`src/rtl/pc_fetch_seq_if.sv`:
```
// Fetch-sequencer bus: PC/mux loop, program-memory req/ack, decoder valid/ready.
// The master side is the sequencer; the slave side is memory, mux and decoder.
interface pc_fetch_seq_if #(
  parameter int unsigned AW = 4,
  parameter int unsigned IW = 8,
  parameter int unsigned CW = 8
);
  logic [AW-1:0] next_pc;
  logic [AW-1:0] pc_inc;
  logic [AW-1:0] pc;
  logic          imem_req;
  logic          imem_ack;
  logic [IW-1:0] imem_data;
  logic [IW-1:0] instr;
  logic          instr_valid;
  logic          instr_ready;
  logic          halt;
  logic          running;
  logic [CW-1:0] retired;

  modport master (
    input  next_pc, imem_ack, imem_data, instr_ready, halt,
    output pc_inc, pc, imem_req, instr, instr_valid, running, retired
  );

  modport slave (
    output next_pc, imem_ack, imem_data, instr_ready, halt,
    input  pc_inc, pc, imem_req, instr, instr_valid, running, retired
  );
endinterface

```
`src/rtl/pc_fetch_seq.sv`:
```
// Program-counter and instruction-fetch sequencer: one fetch per instruction,
// handed to the decoder, with the next PC taken from the external address mux.
module pc_fetch_seq #(
  parameter int unsigned AW = 4,
  parameter int unsigned IW = 8,
  parameter int unsigned CW = 8
) (
  input  logic            clk,
  input  logic            reset,
  pc_fetch_seq_if.master  bus
);

  typedef enum logic [1:0] {
    IDLE   = 2'd0,
    FETCH  = 2'd1,
    HOLD   = 2'd2,
    HALTED = 2'd3
  } state_e;

  state_e        state_q, state_d;
  logic [AW-1:0] pc_q, pc_d;
  logic [IW-1:0] instr_q, instr_d;
  logic [CW-1:0] retired_q, retired_d;

  always_ff @(posedge clk or posedge reset) begin
    if (reset) begin
      state_q   <= IDLE;
      pc_q      <= '0;
      instr_q   <= '0;
      retired_q <= '0;
    end else begin
      state_q   <= state_d;
      pc_q      <= pc_d;
      instr_q   <= instr_d;
      retired_q <= retired_d;
    end
  end

  // Next-state logic; halt is only sampled when no fetch is in flight.
  always_comb begin
    state_d   = state_q;
    pc_d      = pc_q;
    instr_d   = instr_q;
    retired_d = retired_q;
    unique case (state_q)
      IDLE: begin
        state_d = bus.halt ? HALTED : FETCH;
      end
      FETCH: begin
        if (bus.imem_ack) begin
          instr_d = bus.imem_data;
          state_d = HOLD;
        end
      end
      HOLD: begin
        if (bus.instr_ready) begin
          pc_d      = bus.next_pc;
          retired_d = retired_q + CW'(1);
          state_d   = bus.halt ? HALTED : FETCH;
        end
      end
      HALTED: begin
        if (!bus.halt) state_d = FETCH;
      end
      default: state_d = IDLE;
    endcase
  end

  assign bus.pc          = pc_q;
  assign bus.pc_inc      = AW'(pc_q + AW'(1));
  assign bus.instr       = instr_q;
  assign bus.retired     = retired_q;
  assign bus.imem_req    = (state_q == FETCH);
  assign bus.instr_valid = (state_q == HOLD);
  assign bus.running     = (state_q == FETCH) || (state_q == HOLD);

endmodule

```
`src/flat_wrapper.sv`:
```
// flat-port wrapper written by rule: the top's interface ports become plain ports
module pc_fetch_seq_flat 
#(
  parameter int unsigned AW = 4,
  parameter int unsigned IW = 8,
  parameter int unsigned CW = 8
)
  (clk, reset, bus_next_pc, bus_imem_ack, bus_imem_data, bus_instr_ready, bus_halt, bus_pc_inc, bus_pc, bus_imem_req, bus_instr, bus_instr_valid, bus_running, bus_retired);
  pc_fetch_seq_if #(.AW(AW), .IW(IW), .CW(CW)) bus_i ();
  input  logic clk;
  input  logic reset;
  input wire logic [$bits(bus_i.next_pc)-1:0] bus_next_pc;
  input wire logic [$bits(bus_i.imem_ack)-1:0] bus_imem_ack;
  input wire logic [$bits(bus_i.imem_data)-1:0] bus_imem_data;
  input wire logic [$bits(bus_i.instr_ready)-1:0] bus_instr_ready;
  input wire logic [$bits(bus_i.halt)-1:0] bus_halt;
  output wire logic [$bits(bus_i.pc_inc)-1:0] bus_pc_inc;
  output wire logic [$bits(bus_i.pc)-1:0] bus_pc;
  output wire logic [$bits(bus_i.imem_req)-1:0] bus_imem_req;
  output wire logic [$bits(bus_i.instr)-1:0] bus_instr;
  output wire logic [$bits(bus_i.instr_valid)-1:0] bus_instr_valid;
  output wire logic [$bits(bus_i.running)-1:0] bus_running;
  output wire logic [$bits(bus_i.retired)-1:0] bus_retired;
  assign bus_i.next_pc = bus_next_pc;
  assign bus_i.imem_ack = bus_imem_ack;
  assign bus_i.imem_data = bus_imem_data;
  assign bus_i.instr_ready = bus_instr_ready;
  assign bus_i.halt = bus_halt;
  assign bus_pc_inc = bus_i.pc_inc;
  assign bus_pc = bus_i.pc;
  assign bus_imem_req = bus_i.imem_req;
  assign bus_instr = bus_i.instr;
  assign bus_instr_valid = bus_i.instr_valid;
  assign bus_running = bus_i.running;
  assign bus_retired = bus_i.retired;
  pc_fetch_seq #(.AW(AW), .IW(IW), .CW(CW)) u_core (.clk(clk), .reset(reset), .bus(bus_i));
endmodule
```
`config.mk`:
```
export PLATFORM = sky130hd
export DESIGN_NAME = pc_fetch_seq_flat
export DESIGN_NICKNAME = d
export VERILOG_FILES = /design/src/rtl/pc_fetch_seq_if.sv /design/src/rtl/pc_fetch_seq.sv /design/src/flat_wrapper.sv
export SDC_FILE = /design/constraint.sdc
export NUM_CORES = 1
export LEC_CHECK = 0
export ABC_AREA = 1
export CAP_MARGIN = 30
export CORE_AREA = 2 2 54 56
export DETAILED_ROUTE_END_ITERATION = 10
export DIE_AREA = 0 0 56 58
export GPL_TIMING_DRIVEN = 0
export PLACE_DENSITY = 0.84
export SLEW_MARGIN = 20
export SYNTH_ARGS = -nofsm -noshare
export SYNTH_HDL_FRONTEND = slang
export SYNTH_SLANG_ARGS = --single-unit
```
`constraint.sdc`:
```
create_clock -name clk -period 1.5 [get_ports clk]
set_input_delay 0.3 -clock clk [delete_from_list [all_inputs] [get_ports clk]]
set_output_delay 0.3 -clock clk [all_outputs]
set_load 0.02 [all_outputs]
```
# After elaboration in Yosys (flattened, before gate mapping)
# Index checks and enable logic that the tools add are counted.
dict set report totals {
  out_inout_bits 27
  word_cells 22
  ff_bits 22
}
dict set report classes {
  add_sub_neg 2
  n_reduce_logical 5
  eq_ne 6
  n_mux 5
}
# operator n
set ops {}
lappend ops {{$add 8x1->8 const B} 1}
lappend ops {{$mux 2} 4}
lappend ops {{$pmux 2 s4} 1}
lappend ops {{$ne 2x2->1 const B} 3}
lappend ops {{$add 4x1->4 const B} 1}
lappend ops {{$eq 2x2->1 const B} 2}
lappend ops {{$reduce_and 2->1} 2}
lappend ops {{$reduce_and 3->1} 1}
lappend ops {{$eq 2x1->1 const B} 1}
lappend ops {{$logic_not 2->1} 1}
lappend ops {{$logic_or 1x1->1} 1}

# Depth between registers and ports, before layout
# Gate-level depths: netlist (run 1).
dict set report logic_depth {
  ltp_word 3
  mapped_depth 8
  depth_no_buf 8
}

# Worst setup path before layout (run 1)
# OpenSTA, ideal clock, no wires.
dict set report synth_timing {
  path_type {register to register}
  from {register u_core.state_q[0]}
  to {register u_core.retired_q[4] (netlist: u_core.bus.retired[4])}
  synth_period_minus_slack_ps 1440
  path_stages_with_launch 7
  n_path_buf 0
  slack_ps 60
  arrival_time_ps 1310
  required_ps 1370
  cell_sequence {dfrtp_1 inv_1 ha_1 nand2_2 nor2_4 nand2_1 xnor2_1}
}
dict set report synth_via {
  elab_chain_cells 2
}
# element line
set synth_lines {}
lappend synth_lines {{start, declared} pc_fetch_seq.sv:20} ;# state_e state_q, state_d;
lappend synth_lines {{start signal, assigned} pc_fetch_seq.sv:32} ;# state_q <= state_d;
lappend synth_lines {{$eq 2x2->1} n/a}
lappend synth_lines {{via bus_instr_valid} flat_wrapper.sv:21} ;# output wire logic [$bits(bus_i.instr_valid)-1:0] bus_instr_valid;
lappend synth_lines {{$reduce_and 2->1 (no line)} n/a}
lappend synth_lines {{end signal, assigned} pc_fetch_seq.sv:35} ;# retired_q <= retired_d;
lappend synth_lines {{end, declared} pc_fetch_seq.sv:23} ;# logic [CW-1:0] retired_q, retired_d;
# The timed path passes the listed nets, and every way through them passes these cells.
# A chain may end at the register's enable or synchronous reset.

# Final worst setup path (run 1)
dict set report layout_timing {
  from {register u_core.state_q[0]}
  to {output port bus_running}
}
dict set report layout_via {
  elab_chain_cells 2
}
# element line
set layout_lines {}
lappend layout_lines {{$eq 2x1->1 or $eq 2x2->1 (tied branches)} pc_fetch_seq.sv:75} ;# assign bus.running = (state_q == FETCH) || (state_q == HOLD);
lappend layout_lines {{$logic_or 1x1->1 *} pc_fetch_seq.sv:75}
lappend layout_lines {{end, declared} flat_wrapper.sv:22} ;# output wire logic [$bits(bus_i.running)-1:0] bus_running;
# Every way passes the cells marked *; elsewhere a longest branch is shown, timed or not.

==> impl_metrics.toml, run 1 <==
[power_and_ir_drop]
p_sw_w = 0.001358
internal_power_w = 0.001836
power_density_of_the_placed_cells_nw_per_um2 = 2077
p_leak_nw = 0.7526
clkPwrFrac_pct = 10.2
worst_ir_drop_vdd_mv = 1.616
power.sequential.fraction_pct = 33.5
power_switching_share_pct = 42.52
p_total_w = 0.003194
comb_power_share_pct = 56.3

[synthesis]
synthFlopType = "sky130_fd_sc_hd__dfrtp_1"
netlist.top_cell.by_area = "sky130_fd_sc_hd__dfrtp_1"
synth_top_cell_area_share_pct = 53.14
number_of_enable_type_register_cells_in_the_synthesized_netlist = 0
net_count_synth = 121
netlist_top_cells_area = "sky130_fd_sc_hd__dfrtp_1 53%, sky130_fd_sc_hd__mux2_2 13%, sky130_fd_sc_hd__nand2_1 7.2%"
synth_area_per_cell_um2 = 10.46
synthDistinctLibCells = 16
post_synth_most_frequent_cells = "22 x sky130_fd_sc_hd__dfrtp_1, 20 x sky130_fd_sc_hd__nand2_1, 17 x sky130_fd_sc_hd__inv_1, 12 x sky130_fd_sc_hd__mux2_2, 6 x sky130_fd_sc_hd__nand3_1"
yosysMostFrequentCell = "sky130_fd_sc_hd__dfrtp_1"
synthesis.instances = 99
postSynthRegisterBits = 22
yosysSeqAreaShare_pct = 53.14
synthArstFlopShare_pct = 100.0
synth-warning-count = 0
syn_area_um2 = 1036

[sta]
layout_worst_path_cycle_share_pct = 102.0
finalClockSkew_ns = 0.003991
max-slew-margin-rel_pct = 45.69
whs_ns = 0.4340
worst_slack_ns = -0.02992
achievable-frequency_mhz = 653.6
rsz0062_at_grt = "true"
timing.final.hold_violations = 0
slew_viol_final = 0
period_minus_slack_ns = 1.530
slew_at_the_pin_closest_to_its_max_slew_limit_ns = 0.8138
final_setup_violation_count = 1

[setup_path]
rrSetupSlack_ns = 0.17
worst-endpoint-arrival_ns = 1.23
r2r_cells = 4
cp_max_fo = 4
timing.rr.start = "u_core.state_q[0]"
worst_setup_path_start_kind = "flip-flop"
startpoint = "u_core.state_q[0]"
worst_setup_path_end_kind = "output pin"
worst-endpoint-required_ns = 1.20
path_class = "reg2out"
rr_endpoint = "u_core.bus.retired[1]"
worst_setup_ep = "bus_running"

[min_path]
timing.hold.worst.class = "in2async"

[grt]
grt_max_degree = 23
grt.met2_usage_pct = 26.39
grt_pass1_wl_um = 3505
number_of_antenna_violations_at_the_first_check_in_global_routing = 0
grt-ovfl-total = 0
globalRoute.busiestLayer = "met2"
grt.met1_usage_pct = 13.83
groute.layer.met3.usage_pct = 3.125
number_of_global_route_vias_before_repair = 876
global_route.usage.total_pct = 13.80

[clocking]
cts_buffer_depth = 2
clock_sinks = 22
postCtsSetupRepairBufs = 0
post_cts_hold_buffer_count = 0
clk_root_buffer_cell = "sky130_fd_sc_hd__clkbuf_4"
cts_buffer_count = 3
clk_transition_reported_paths_ns = 0.12
clock_insertion_delay_worst_skew_ns = 0.30
cts_tree = "built"
htreeDepth = 1

[floorplanning]
floorplan.die.height_um = 58
fp-row-count = 19
area_of_the_core_um2 = 2663
floorplan.die_area_um2 = 3248
floorplan.initialDensity_pct = 38.91
io-pin-count = 44
die_w_um = 56

[place]
place_congestion = 0.7530
detailedPlacementHpwl_um = 1650
post-place-cells = 173
postPlaceCellArea_um2 = 1505
portBuffers = 43

[routing]
firstDrtPassIters = 4
routed_wl_um = 2117
antenna_violating_nets_post_route = 0
drc_errors = 0
vias_per_cell = 4.627
routed_wire_length_per_instance_um = 11.96
drt_iter0_markers = 20
routed-via-count = 819

[run_status]
status = "finished, violations left"
failed_checks = "setup timing"

[cells_and_area]
drive_above_1_share_pct = 23.29
layout-area-overhead-vs-synth_pct = 48.43
fill_cells = 248
antenna_cells_inserted = 0
final_net_count = 169
final_design_area_no_fill_um2 = 1538
finalNonFillerCells = 177

[run]
max_cap_violations = 0
==> worst max-delay path, stage by stage, from the launching register on <==
cell	delay (ns)
sky130_fd_sc_hd__dfrtp_2	0.45
sky130_fd_sc_hd__inv_2	0.08
sky130_fd_sc_hd__ha_4	0.26
sky130_fd_sc_hd__inv_2	0.03
sky130_fd_sc_hd__buf_6	0.11
==> logic make-up after synthesis <==
logic type / share of synthesized area (%)
AND/OR/NAND/NOR: 14.37
flip-flops: 53.14
buffers and inverters: 6.159
multiplexers: 13.04
XOR/XNOR: 5.073
adder cells (fa/ha/maj): 6.039
AO/OA/AOI/OAI: 2.174
==> stage by stage <==
stage,TNS (ns),utilization (%),setup WS [ns]
final,-0.02992,57.75,-0.02992
after global routing,-0.2079,57.75,-0.06942
after CTS,-0.1157,57.19,-0.04671
after detailed placement,-0.7670,56.53,-0.2008
after global placement,-0.6023,56.53,-0.1649
after floorplan,0,-,0.05963
==> placed cells by master (no fill, tap or decap) <==
cell type,netlist,layout
sky130_fd_sc_hd__a21oi_1,1,1
sky130_fd_sc_hd__inv_1,17,14
sky130_fd_sc_hd__nor2_2,1,1
sky130_fd_sc_hd__clkbuf_8,0,1
sky130_fd_sc_hd__nand4_1,1,1
sky130_fd_sc_hd__nand2_1,20,20
sky130_fd_sc_hd__clkbuf_4,0,3
sky130_fd_sc_hd__inv_2,0,3
sky130_fd_sc_hd__buf_4,0,4
sky130_fd_sc_hd__nor2_4,1,1
sky130_fd_sc_hd__xnor2_1,3,3
sky130_fd_sc_hd__clkdlybuf4s50_1,0,16
sky130_fd_sc_hd__buf_6,0,2
sky130_fd_sc_hd__dfrtp_2,0,2
sky130_fd_sc_hd__mux2_2,12,12
sky130_fd_sc_hd__nor2_1,2,2
sky130_fd_sc_hd__nand2_2,2,2
sky130_fd_sc_hd__ha_2,0,1
sky130_fd_sc_hd__nand3_1,6,6
sky130_fd_sc_hd__dfrtp_1,22,20
sky130_fd_sc_hd__xor2_1,3,3
sky130_fd_sc_hd__ha_1,5,2
sky130_fd_sc_hd__dlygate4sd2_1,0,21
sky130_fd_sc_hd__o21a_1,1,1
sky130_fd_sc_hd__ha_4,0,2
sky130_fd_sc_hd__o21ai_0,2,2
==> power groups by stage <==
| stage | Combinational (W) | Sequential [W] | Clock [W] |
|---|---|---|---|
| 6_report | 0.00180 | 0.00107 | 0.000325 |
| 2_1_floorplan | 0.000783 | 0.00131 | 0 |
| 3_5_place_dp | 0.00192 | 0.00107 | 0 |
| 3_3_place_gp | 0.00187 | 0.00105 | 0 |
| 4_1_cts | 0.00179 | 0.00106 | 0.000341 |
| 5_1_grt | 0.00193 | 0.00111 | 0.000363 |
==> cell type report <==
| type | count | area, µm² | share of cell area [%] |
|---|---|---|---|
| Sequential cell | 22 | 553.0 | 35.96 |
| Multi-Input combinational cell | 60 | 449.2 | 29.21 |
| Timing Repair Buffer | 43 | 396.6 | 25.79 |
| Inverter | 17 | 63.81 | 4.150 |
| Tap cell | 31 | 38.79 | 2.522 |
| Clock buffer | 4 | 36.28 | 2.360 |
==> sequential cells by signal (all words and copies together) (netlist names) <==
| signal | flops |
|---|---|
| u_core.bus.instr | 8 |
| u_core.bus.pc | 4 |
| u_core.bus.retired | 8 |
| u_core.state_q | 2 |
==> worst min-delay path by stage <==
stage	from	end	slack [ns]	cells after the start
after detailed placement	u_core.bus.instr[5]	u_core.bus.instr[5]	0.50	1
after global placement	u_core.bus.instr[5]	u_core.bus.instr[5]	0.49	1
after CTS	reset	u_core.bus.instr[0]	0.46	2
final	reset	u_core.bus.instr[0]	0.43	2
after floorplan	reset	u_core.bus.instr[0]	0.29	1
after global routing	reset	u_core.bus.instr[0]	0.50	2
==> per-layer routing <==
metal / routed length (µm) / vias to the layer above
met3: 167 / 2
met1: 822 / 379
met5: 0 / -
met4: 15 / 0
li1: - / 405
met2: 1111 / 33
==> repair_timing <==
action,in CTS,in global routing
hold endpoints to repair,0,0
setup endpoints to repair,27,6
pin swaps,0,2
resized for setup,59,5
No activity file was read; power rests on OpenSTA's default activity.
==> run 2, diff against run 1 <==
--- a/config.mk
+++ b/config.mk
@@ -11,7 +11,9 @@
 export DETAILED_ROUTE_END_ITERATION = 10
 export DIE_AREA = 0 0 56 58
 export GPL_TIMING_DRIVEN = 0
+export HOLD_SLACK_MARGIN = 0.1
 export PLACE_DENSITY = 0.84
+export SETUP_SLACK_MARGIN = 0.02
 export SLEW_MARGIN = 20
 export SYNTH_ARGS = -nofsm -noshare
 export SYNTH_HDL_FRONTEND = slang
==> run 2 against run 1 <==
Effect of this change: the flow still finishes with violations (setup timing); critical path depth unchanged; core utilization up 0.33 points; cell area grew 0.57%; count of clock-buffer cells in the layout stayed put; register-to-register slack hardly changed; first-iteration DRC count did not move.
==> impl_metrics.toml, run 2 (synthesized netlist as in run 1, its figures left out) <==
[grt]
grt_pass1_wl_um = 3505
grt_max_degree = 23
number_of_global_route_vias_before_repair = 876
grt-ovfl-total = 0
number_of_antenna_violations_at_the_first_check_in_global_routing = 0
global_route.usage.total_pct = 13.80

[setup_path]
max_stage_delay_ns = 0.45
worst_path_dominant_cell_family = "flip-flops"
path_class = "reg2out"
r2r_cells = 4
worst-endpoint-arrival_ns = 1.23
worst-endpoint-required_ns = 1.20
worst-path-buf-inv = 3
worst_setup_path_end_kind = "output pin"
path_cells = "inv_2 > ha_4 > inv_2 > buf_6"
startpoint = "u_core.state_q[0]"
crit_top_cell = "sky130_fd_sc_hd__inv_2"
timing.rr.start = "u_core.state_q[0]"
cp_max_fo = 4
rrSetupSlack_ns = 0.16
worst_setup_ep = "bus_running"
slowest_stage = "sky130_fd_sc_hd__dfrtp_2"
rr_endpoint = "u_core.bus.retired[1]"
path_depth = 4
worst_setup_path_start_kind = "flip-flop"

[place]
place_congestion = 0.7530
postPlaceCellArea_um2 = 1505
portBuffers = 43
detailedPlacementHpwl_um = 1650

[floorplanning]
floorplan.initialDensity_pct = 38.91
floorplan.die_area_um2 = 3248
io-pin-count = 44
area_of_the_core_um2 = 2663
die_w_um = 56
fp-row-count = 19
floorplan.die.height_um = 58

[sta]
max-slew-margin-rel_pct = 45.69
slew_viol_final = 0
achievable-frequency_mhz = 653.6
finalClockSkew_ns = 0.004900
period_minus_slack_ns = 1.530
final_setup_violation_count = 1
worst_slack_ns = -0.02997
rsz0062_at_grt = "true"
timing.final.hold_violations = 0
layout_worst_path_cycle_share_pct = 102.0
slew_at_the_pin_closest_to_its_max_slew_limit_ns = 0.8137

[cells_and_area]
layout-area-overhead-vs-synth_pct = 49.27
final_cell_mix = "20 x sky130_fd_sc_hd__nand2_1, 20 x sky130_fd_sc_hd__dlygate4sd2_1, 20 x sky130_fd_sc_hd__dfrtp_1"
multi_input_comb_area_um2 = 449.2
final_net_count = 169
finish.utilization_pct = 58.08
drive_above_1_share_pct = 23.29
seq_area_um2 = 553.0
fill_cells = 248
antenna_cells_inserted = 0
final_design_area_no_fill_um2 = 1546

[run]
max_cap_violations = 0

[run_status]
status = "finished, violations left"
failed_checks = "setup timing"

[power_and_ir_drop]
power_density_of_the_placed_cells_nw_per_um2 = 2084
p_leak_nw = 0.7527
worst_ir_drop_vdd_mv = 1.620

[routing]
routed_wire_length_per_instance_um = 11.99
routed-via-count = 825
vias_per_cell = 4.661
antenna_violating_nets_post_route = 0
drt_iter0_markers = 20
firstDrtPassIters = 4
routed_wl_um = 2122
drc_errors = 0

[min_path]
timing.hold.worst.class = "in2async"

[clocking]
clock_sinks = 22
postCtsSetupRepairBufs = 0
cts_tree = "built"
clk_transition_reported_paths_ns = 0.12
cts_buffer_count = 3
clock_insertion_delay_worst_skew_ns = 0.30
clk_root_buffer_cell = "sky130_fd_sc_hd__clkbuf_4"
htreeDepth = 1
cts_buffer_depth = 2
[run 2: changes by cell type in the layout (fill, tap and decap cells not counted), sizes merged]
cell	previous run	this run
clkdlybuf4s15	0	1
dlygate4sd2	21	20
[run 2: through the flow]
stage	TNS [ns]	worst slack, ns	instances	hold WS (ns)	power [W]
2_1_floorplan	0	0.05963	99	0.2892	0.002096
3_3_place_gp	-0.6023	-0.1649	173	0.4871	0.002921
3_5_place_dp	-0.7670	-0.2008	173	0.4950	0.002992
4_1_cts	-0.1157	-0.04671	177	0.4575	0.003187
5_1_grt	-0.2056	-0.06942	177	0.5050	0.003430
6_report	-0.02997	-0.02997	177	0.4329	0.003222
[run 2: power breakdown]
group,internal [W],total [W],switching [W],leakage [nW]
logic,0.000861,0.00183,0.000965,0.481
registers,0.000850,0.00107,0.000221,0.251
clock network,0.000148,0.000326,0.000177,0.0210
[run 2: worst register-to-register path, stage by stage, from the launching register on]
cell	delay, ns
sky130_fd_sc_hd__dfrtp_2	0.45
sky130_fd_sc_hd__inv_2	0.08
sky130_fd_sc_hd__ha_4	0.17
sky130_fd_sc_hd__nand2_2	0.18
sky130_fd_sc_hd__mux2_2	0.36
[run 2: cell type report]
cell class / count / share of cell area [%]
sequential: 22 / 35.76
clock buffer: 4 / 2.346
inverter: 17 / 4.126
timing repair buffer: 43 / 26.21
tap: 31 / 2.508
multi-input combinational: 60 / 29.05
[run 2: worst min-delay path by stage]
stage                   startpoint             endpoint  slack, ns
6_report                     reset  u_core.bus.instr[0]       0.43
3_3_place_gp   u_core.bus.instr[5]  u_core.bus.instr[5]       0.49
5_1_grt                      reset  u_core.bus.instr[0]       0.50
3_5_place_dp   u_core.bus.instr[5]  u_core.bus.instr[5]       0.50
2_1_floorplan                reset  u_core.bus.instr[0]       0.29
4_1_cts                      reset  u_core.bus.instr[0]       0.46
[run 2: layer usage]
metal  vias up  part of all wire, %  GRT usage, %
met5         -                    0             0
met4         0                 0.71         7.483
met3         2                  7.8         3.125
met2        35                   52         26.39
met1       382                   39         13.83
li1        406                    -             -
[run 2: what timing repair did]
item	4_1_cts	5_1_grt
pin swaps	0	2
hold buffers	0	0
gates cloned	0	0
gates resized for setup	59	8
setup endpoints to repair	27	7
==> run 3, diff against run 2 <==
--- a/config.mk
+++ b/config.mk
@@ -10,9 +10,10 @@
 export CORE_AREA = 2 2 54 56
 export DETAILED_ROUTE_END_ITERATION = 10
 export DIE_AREA = 0 0 56 58
+export DONT_BUFFER_PORTS = 1
 export GPL_TIMING_DRIVEN = 0
 export HOLD_SLACK_MARGIN = 0.1
-export PLACE_DENSITY = 0.84
+export PLACE_DENSITY = 0.53
 export SETUP_SLACK_MARGIN = 0.02
 export SLEW_MARGIN = 20
 export SYNTH_ARGS = -nofsm -noshare
==> run 3 against run 2 <==
Effect of this change: the run still ends with setup timing left; final cell count is 22% lower; first-iteration DRC count is 55% lower; combinational power is 34% lower; power is 7.5% lower; critical path depth is 2 lower; clock skew is 0.0015 ns lower; clock power is 2% lower; cell area is 18% lower; critical endpoint is now bus_pc_inc[2].
==> impl_metrics.toml, run 3 (synthesized netlist as in run 1, its figures left out) <==
[place]
portBuffers = 0
post-place-cells = 130
place_congestion = 0.7504
postPlaceCellArea_um2 = 1075
detailedPlacementHpwl_um = 1318

[clocking]
htreeDepth = 1
clock_insertion_delay_worst_skew_ns = 0.30
cts_tree = "built"
cts_buffer_depth = 2
clock_sinks = 22
clk_transition_reported_paths_ns = 0.12
cts_buffer_count = 3
clk_root_buffer_cell = "sky130_fd_sc_hd__clkbuf_4"

[run_status]
status = "finished, violations left"
failed_checks = "setup timing"

[cells_and_area]
final_design_area_no_fill_um2 = 1264
final_cell_mix = "20 x sky130_fd_sc_hd__nand2_1, 18 x sky130_fd_sc_hd__dfrtp_1, 15 x sky130_fd_sc_hd__inv_1"
antenna_cells_inserted = 0
final_common_cell = "sky130_fd_sc_hd__nand2_1"
final_net_count = 130
finalNonFillerCells = 138
layout-area-overhead-vs-synth_pct = 21.98
drive_above_1_share_pct = 32.71

[grt]
globalRoute.busiestLayer = "met2"
grt.met2_usage_pct = 22.18
number_of_global_route_vias_before_repair = 617
number_of_antenna_violations_at_the_first_check_in_global_routing = 0
global_route.usage.total_pct = 12.11
grt.met1_usage_pct = 12.77
grt_max_degree = 23
grt_pass1_wl_um = 2987
groute.layer.met3.usage_pct = 6.027
grt-ovfl-total = 0

[setup_path]
rrSetupSlack_ns = 0.14
path_cells = "ha_4 > xor2_4"
slowest_stage = "sky130_fd_sc_hd__dfrtp_2"
path_class = "reg2out"
worst_setup_path_start_kind = "flip-flop"
worst-endpoint-required_ns = 1.20
max_stage_delay_ns = 0.51
worst-endpoint-arrival_ns = 1.22
worst_setup_path_end_kind = "output pin"
cp_max_fo = 4

[routing]
antenna_violating_nets_post_route = 0
drc_errors = 0
drt_iter0_markers = 9
vias_per_cell = 4.855
routed_wl_um = 1960
routed_wire_length_per_instance_um = 14.20
routed-via-count = 670
firstDrtPassIters = 3

[floorplanning]
floorplan.initialDensity_pct = 38.91
area_of_the_core_um2 = 2663
floorplan.die_area_um2 = 3248
floorplan.die.height_um = 58
io-pin-count = 44
die_w_um = 56
fp-row-count = 19

[power_and_ir_drop]
power_density_of_the_placed_cells_nw_per_um2 = 2359
p_leak_nw = 0.5970
worst_ir_drop_vdd_mv = 1.368

[sta]
finalClockSkew_ns = 0.003374
max-slew-margin-rel_pct = 74.75
rsz0062_at_grt = "true"
period_minus_slack_ns = 1.521
timing.final.hold_violations = 0
layout_worst_path_cycle_share_pct = 101.4
achievable-frequency_mhz = 657.6
worst_slack_ns = -0.02059
final_setup_violation_count = 1
slew_at_the_pin_closest_to_its_max_slew_limit_ns = 0.3783
slew_viol_final = 0

[min_path]
timing.hold.worst.class = "in2reg"

[run]
max_cap_violations = 0
==> run 3: cell types whose count changed in the layout (fill, tap and decap cells not counted), moves of 3 or more <==
| cell | previous run | this run |
|---|---|---|
| sky130_fd_sc_hd__clkdlybuf4s50_1 | 16 | 0 |
| sky130_fd_sc_hd__buf_6 | 4 | 0 |
| sky130_fd_sc_hd__dlygate4sd2_1 | 20 | 0 |
| sky130_fd_sc_hd__inv_2 | 3 | 0 |
==> run 3: worst max-delay path: cells and delay by family, from the launching register on <==
family | cells | cell delay (ns)
DFF | 1 | 0.51
adders and majority gates | 1 | 0.21
xor gates and xnor gates | 1 | 0.20
==> run 3: repair_timing <==
item	CTS	global route
hold buffers	1	0
buffers inserted	1	1
setup endpoints to repair	15	7
endpoints found under the hold margin	22	0
pin swaps	1	2
resized for setup	18	5
gates cloned	0	0
==> run 3: metrics by stage <==
stage                     setup TNS (ns)  setup WS (ns)  util, %  hold WS (ns)  power (W)
after detailed placement         -0.4074       -0.09793    40.37        0.4155   0.002251
after floorplan                        0        0.05963        -        0.2892   0.002096
after global routing             -0.1453       -0.07556    47.46        0.1086   0.003185
final                           -0.02059       -0.02059    47.46        0.1409   0.002981
after global placement           -0.3084       -0.08216    40.37        0.4123   0.002222
after CTS                       -0.08516       -0.04352    45.82        0.1179   0.002908
==> run 3: final timing paths <==
path	startpoint	to	cells past startpoint
worst min-delay path	bus_next_pc[2]	u_core.bus.pc[2]	1
min in group asynchronous	reset	u_core.state_q[1]	2
worst max register to register	u_core.state_q[1]	u_core.bus.instr[3]	4
worst min register to register	u_core.bus.retired[2]	u_core.bus.retired[2]	1
worst max-delay path	u_core.bus.pc[0]	bus_pc_inc[2]	2
max in group asynchronous	reset	u_core.bus.pc[1]	3
==> run 3: final cells by class <==
type                       count  area (µm²)
clock buffer                   4       36.28
fill                         263        1399
inverter                      17       68.82
multi-input combinational     60       524.3
sequential                    22       555.5
tap                           31       38.79
timing repair buffer           4       40.04
==> run 3: layer usage <==
metal	share of wire, %	routed length, µm
met1	37	730
met2	55	1084
met3	6.5	128
met4	0.82	16
met5	0	0
==> run 3: where the power goes <==
part	total, W	internal (W)	switching (W)
clock	0.000320	0.000148	0.000172
sequential	0.00145	0.000852	0.000600
combinational	0.00121	0.000604	0.000604
total	0.00298	0.00160	0.00138
